===== src/rtl/expr_check_if.sv =====
// Character stream in, verdict/status out, for the expression checker.
interface expr_check_if #(parameter int DW = 4);
  logic          in_valid;
  logic [7:0]    in;
  logic          out;
  logic          err;
  logic          done;
  logic          ok;
  logic [DW-1:0] depth;

  modport master (output in_valid, in, input out, err, done, ok, depth);
  modport slave  (input in_valid, in, output out, err, done, ok, depth);
endinterface


===== src/rtl/expr_check.sv =====
// Streaming syntax checker for parenthesised integer expressions.
// state     | meaning
// EXP_OPND  | expecting an operand: start of expression, after an op or '('
// IN_NUM    | inside a numeric literal
// AFT_CLOSE | just consumed a ')'
// ERROR     | expression rejected; ignore input until ';'
module expr_check #(
  parameter int         MAX_DIGITS = 4,
  parameter int         MAX_DEPTH  = 3,
  parameter logic [3:0] OP_MASK    = 4'b1111,
  parameter int         DW         = 4
) (
  input logic        clk,
  input logic        clr,
  expr_check_if.slave bus
);

  typedef enum logic [1:0] {EXP_OPND, IN_NUM, AFT_CLOSE, ERROR} state_t;

  localparam logic [3:0]    MAXN = 4'(MAX_DIGITS);
  localparam logic [DW-1:0] MAXD = DW'(MAX_DEPTH);

  state_t        state_q, state_n;
  logic [DW-1:0] depth_q, depth_n;
  logic [3:0]    cnt_q, cnt_n;
  logic          done_q, done_n;
  logic          ok_q, ok_n;

  logic is_digit, is_op, is_open, is_close, is_term;

  always_comb begin
    is_digit = (bus.in >= 8'd48) && (bus.in <= 8'd57);
    is_op    = (bus.in == 8'd43 && OP_MASK[0]) || (bus.in == 8'd45 && OP_MASK[1]) ||
               (bus.in == 8'd42 && OP_MASK[2]) || (bus.in == 8'd47 && OP_MASK[3]);
    is_open  = (bus.in == 8'd40);
    is_close = (bus.in == 8'd41);
    is_term  = (bus.in == 8'd59);
  end

  always_ff @(posedge clk) begin
    if (!clr) begin
      state_q <= EXP_OPND;
      depth_q <= '0;
      cnt_q   <= '0;
      done_q  <= 1'b0;
      ok_q    <= 1'b0;
    end else begin
      state_q <= state_n;
      depth_q <= depth_n;
      cnt_q   <= cnt_n;
      done_q  <= done_n;
      ok_q    <= ok_n;
    end
  end

  always_comb begin
    state_n = state_q;
    depth_n = depth_q;
    cnt_n   = cnt_q;
    done_n  = 1'b0;
    ok_n    = 1'b0;
    if (bus.in_valid) begin
      if (is_term) begin
        done_n  = 1'b1;
        ok_n    = (state_q == IN_NUM || state_q == AFT_CLOSE) && (depth_q == '0);
        state_n = EXP_OPND;
        depth_n = '0;
        cnt_n   = '0;
      end else begin
        case (state_q)
          EXP_OPND: begin
            if (is_digit) begin
              state_n = IN_NUM;
              cnt_n   = 4'd1;
            end else if (is_open && depth_q < MAXD) begin
              depth_n = depth_q + 1'b1;
            end else begin
              state_n = ERROR;
            end
          end
          IN_NUM: begin
            if (is_digit && cnt_q < MAXN) begin
              cnt_n = cnt_q + 4'd1;
            end else if (is_op) begin
              state_n = EXP_OPND;
              cnt_n   = '0;
            end else if (is_close && depth_q != '0) begin
              state_n = AFT_CLOSE;
              depth_n = depth_q - 1'b1;
              cnt_n   = '0;
            end else begin
              state_n = ERROR;
            end
          end
          AFT_CLOSE: begin
            if (is_op) begin
              state_n = EXP_OPND;
            end else if (is_close && depth_q != '0) begin
              depth_n = depth_q - 1'b1;
            end else begin
              state_n = ERROR;
            end
          end
          default: state_n = ERROR;
        endcase
      end
    end
  end

  // out/err are pure functions of registered state, so they hold with it
  always_comb begin
    bus.out   = (state_q == IN_NUM || state_q == AFT_CLOSE) && (depth_q == '0);
    bus.err   = (state_q == ERROR);
    bus.done  = done_q;
    bus.ok    = ok_q;
    bus.depth = depth_q;
  end

endmodule

===== src/flat_wrapper.sv =====
// flat-port wrapper written by rule: the top's interface ports become plain ports
module expr_check_flat 
#(
  parameter int         MAX_DIGITS = 4,
  parameter int         MAX_DEPTH  = 3,
  parameter logic [3:0] OP_MASK    = 4'b1111,
  parameter int         DW         = 4
)
  (clk, clr, bus_in_valid, bus_in, bus_out, bus_err, bus_done, bus_ok, bus_depth);
  expr_check_if #(.DW(DW)) bus_i ();
  input logic clk;
  input logic clr;
  input wire logic [$bits(bus_i.in_valid)-1:0] bus_in_valid;
  input wire logic [$bits(bus_i.in)-1:0] bus_in;
  output wire logic [$bits(bus_i.out)-1:0] bus_out;
  output wire logic [$bits(bus_i.err)-1:0] bus_err;
  output wire logic [$bits(bus_i.done)-1:0] bus_done;
  output wire logic [$bits(bus_i.ok)-1:0] bus_ok;
  output wire logic [$bits(bus_i.depth)-1:0] bus_depth;
  assign bus_i.in_valid = bus_in_valid;
  assign bus_i.in = bus_in;
  assign bus_out = bus_i.out;
  assign bus_err = bus_i.err;
  assign bus_done = bus_i.done;
  assign bus_ok = bus_i.ok;
  assign bus_depth = bus_i.depth;
  expr_check #(.MAX_DIGITS(MAX_DIGITS), .MAX_DEPTH(MAX_DEPTH), .OP_MASK(OP_MASK), .DW(DW)) u_core (.clk(clk), .clr(clr), .bus(bus_i));
endmodule

===== config.mk =====
export PLATFORM = sky130hd
export DESIGN_NAME = expr_check_flat
export DESIGN_NICKNAME = d
export VERILOG_FILES = /design/src/rtl/expr_check_if.sv /design/src/rtl/expr_check.sv /design/src/flat_wrapper.sv
export SDC_FILE = /design/constraint.sdc
export NUM_CORES = 1
export LEC_CHECK = 0
export BUFFER_PORTS_ARGS = -buffer_cell sky130_fd_sc_hd__buf_2
export CAP_MARGIN = 10
export CORE_ASPECT_RATIO = 1.4
export CORE_MARGIN = 10
export CORE_UTILIZATION = 35
export CTS_CLUSTER_SIZE = 40
export DETAILED_ROUTE_END_ITERATION = 6
export GPL_TIMING_DRIVEN = 0
export SKIP_LAST_GASP = 1
export SLEW_MARGIN = 20
export SYNTH_ARGS = -nofsm -noshare
export SYNTH_HDL_FRONTEND = slang
export SYNTH_SLANG_ARGS = --single-unit

===== constraint.sdc =====
create_clock -name clk -period 5 [get_ports clk]
set_input_delay 0 -clock clk [delete_from_list [all_inputs] [get_ports clk]]
set_output_delay 0 -clock clk [all_outputs]
set_load 0.005 [all_outputs]

==> impl_metrics.yaml <==
worst_hold_path:
  min_path_cells: 2
  hp-start: "clr"
  min_path_type: "input pin to flop"
  hold_end: "u_core.cnt_q[3]"
power_and_ir_drop:
  p_leak_nw: 0.473
  ir_drop_v: 0.000131
  power_density_nw_per_um2: 229
synth:
  synth-xor-area-share_pct: 2.00
  synth_top_area_share_pct: 27.4
  ys_types: 44
  syn-instance-count: 102
  synthSimpleGateAreaFrac_pct: 27.2
  seq_area_frac_synth_pct: 27.4
  synthAdderAreaFrac_pct: 13.7
  synth_top_family_by_area: "simple AND/OR/NAND/NOR gates"
  synth_area_leaders: "dfxtp_1 (27%), ha_1 (11%), nand2_1 (4.7%), mux2i_1 (4.6%), nand3_1 (3.4%)"
  ys.flop_type: "dfxtp_1"
  synth_area_leader_cell: "dfxtp_1"
  ys_top_cells_by_count: "dfxtp_1 (12), nand2_1 (11), ha_1 (8), inv_1 (6), nand3_1 (6)"
  synth_compound_area_share_pct: 20.1
  ys_ff_latch: 12
  synth_mux_area_share_pct: 4.56
  yosysMostFrequentCell: "dfxtp_1"
  async_reset_ff_share_pct: 0
  synth-edff-count: 0
  syn-num-nets: 122
  postSynthAreaPerCell_um2: 8.60
  ys_warn_count: 0
  synth_area_um2: 877
drt:
  via_count: 841
  drt-vias-per-instance: 5.36
  routedWlPerCell_um: 13.9
  drcViolationCount: 0
  routed_wl_um: 2180
  first_iter_violations: 23
  ant_nets: 0
  dr.pass1.iters: 3
final_layout:
  multi_input_area_um2: 593
  syn2layout_area_growth_pct: 18.7
  seqCellArea_um2: 240
  nNetsFinal: 144
  n_fill_cell: 260
  antenna_cells: 0
  drive_gt1_share_pct: 22.8
setup_path:
  crit_slowest_cell: "o311ai_1"
  crit_arrival_ps: 2480
  reg2reg_to: "u_core.cnt_q[2]"
  crit_path_start_kind: "flop"
  required_ps: 5200
  ff2ff_path_depth: 4
  critPathMaxStageDelay_ps: 730
  critPathCaptureType: "flop"
  crit_chain: "o41ai_1 -> a2111oi_0 -> o311ai_1 -> mux2i_1"
  r2r_slack_ps: 2720
  r2r-start: "u_core.bus.depth[0]"
  critPathMaxFanout: 8
  crit_type: "flop to flop"
grt:
  grt.overflow.total: 0
  antenna_found_initial: 0
  grt_pass1_wl_um: 3720
  grt_max_degree: 11
  grt_use_total_pct: 8.89
  grt_pass1_vias: 853
sta:
  post-route-period-util_pct: 45.6
  finalSetupTns_ps: 0
  hold_slack_ps: 34.7
  tightest_slew_ps: 777
  rsz0062_at_grt: "false"
  period_needed_ps: 2280
  relSlewSlack_pct: 47.4
  fin_worst_skew_ps: 5.30
  setup_viol: 0
  fmax_ghz: 0.438
  slew_violations: 0
  timing_hold_violations_final: 0
cts:
  post_cts_buffers: 0
  clk_pin_slew_worst_paths_ps: 70
  htree_num_levels: 1
  insertion_delay_ps: 270
  numCtsBuffers: 3
  cts_tree: "yes"
  root_buffer: "clkbuf_4"
  ctsResizeCount: 0
  ctsHoldBuffers: 0
  cts_num_sinks: 12
  clockBufferDepth: 2
floorplanning:
  initial_core_util_pct: 36.7
  io_pins: 19
  rows: 21
  die_h_um: 79.2
  die_area_um2: 4940
  core-area_um2: 2390
  fp.dieW_um: 62.3
placement:
  routabilityCongestion: 0.834
  io_buffers: 17
  place_hpwl_um: 1800
flow_run:
  maxCapViolCount: 0
run_status:
  status: "complete, no violations"
-- power by group --
group          total (mW)  internal, mW  switching (mW)
logic              0.0622        0.0274          0.0348
registers           0.101        0.0981         0.00314
clock network      0.0749        0.0443          0.0307
total               0.238         0.170          0.0686
-- sequential cells by signal (all words and copies together), names as in the netlist --
| signal | cells |
|---|---|
| u_core.bus.depth | 4 |
| u_core.bus.done | 1 |
| u_core.bus.ok | 1 |
| u_core.cnt_q | 4 |
| u_core.state_q | 2 |
-- through the flow --
step | total power [mW] | setup WS, ps | cell area, um^2 | std cells | utilization, %
floorplan | 0.146 | 3040 | 877 | 102 | -
global placement | 0.165 | 2720 | 1000 | 153 | 42.0
detailed placement | 0.167 | 2760 | 1000 | 153 | 42.0
CTS | 0.243 | 2740 | 1040 | 157 | 43.5
global route | 0.256 | 2490 | 1040 | 157 | 43.5
finish | 0.238 | 2720 | 1040 | 157 | 43.5
-- critical path, delay by kind of cell, from the launching register on --
family / cells / cell delay, ps
compound gates: 3 / 1550
flops: 1 / 400
mux: 1 / 260
-- metal layers --
| layer | track usage, % | wire, um | vias to the layer above |
|---|---|---|---|
| met5 | 0 | 0 | - |
| met4 | 1.35 | 9 | 0 |
| met3 | 3.65 | 101 | 2 |
| met2 | 17.0 | 1190 | 11 |
| met1 | 8.96 | 886 | 398 |
| li1 | - | - | 430 |
-- cell families after synthesis --
group,count (synthesis)
simple gates,41
compound gates,25
flops,12
buf+inv,9
fa+ha+maj,9
mux,4
xor+xnor,2
-- final cells by class --
class,instances,area share [%]
Sequential cell,12,23.1
Tap cell,34,4.09
Clock buffer,4,3.49
Timing Repair Buffer,17,8.17
Multi-Input combinational cell,81,57.0
Buffer,3,2.04
Inverter,6,2.16
-- cell usage in the layout (no fill, tap or decap), drive strengths merged, types with 2 or more instances in the layout --
master | netlist | layout
a21o | 2 | 2
a21oi | 4 | 4
and2 | 2 | 2
and3 | 2 | 2
buf | 2 | 19
clkbuf | 0 | 4
dfxtp | 12 | 12
ha | 8 | 8
inv | 6 | 6
mux2i | 4 | 4
nand2 | 11 | 11
nand3 | 6 | 6
nand4 | 2 | 2
nor2 | 3 | 3
nor3 | 2 | 2
nor4 | 2 | 2
o21ai | 3 | 3
o22ai | 4 | 4
o311ai | 2 | 2
or4 | 4 | 4
-- worst max path at each step --
stage | from | end | slack, ps | depth (start not counted)
after global routing | u_core.bus.depth[0] | u_core.cnt_q[0] | 2490 | 4
final | u_core.bus.depth[0] | u_core.cnt_q[2] | 2720 | 4
after floorplan | u_core.state_q[0] | u_core.bus.depth[0] | 3040 | 7
after global placement | u_core.bus.depth[0] | u_core.cnt_q[1] | 2720 | 4
after CTS | u_core.bus.depth[0] | u_core.cnt_q[2] | 2740 | 4
after detailed placement | u_core.bus.depth[0] | u_core.cnt_q[2] | 2760 | 4
No activity file was read; power rests on OpenSTA's default activity.
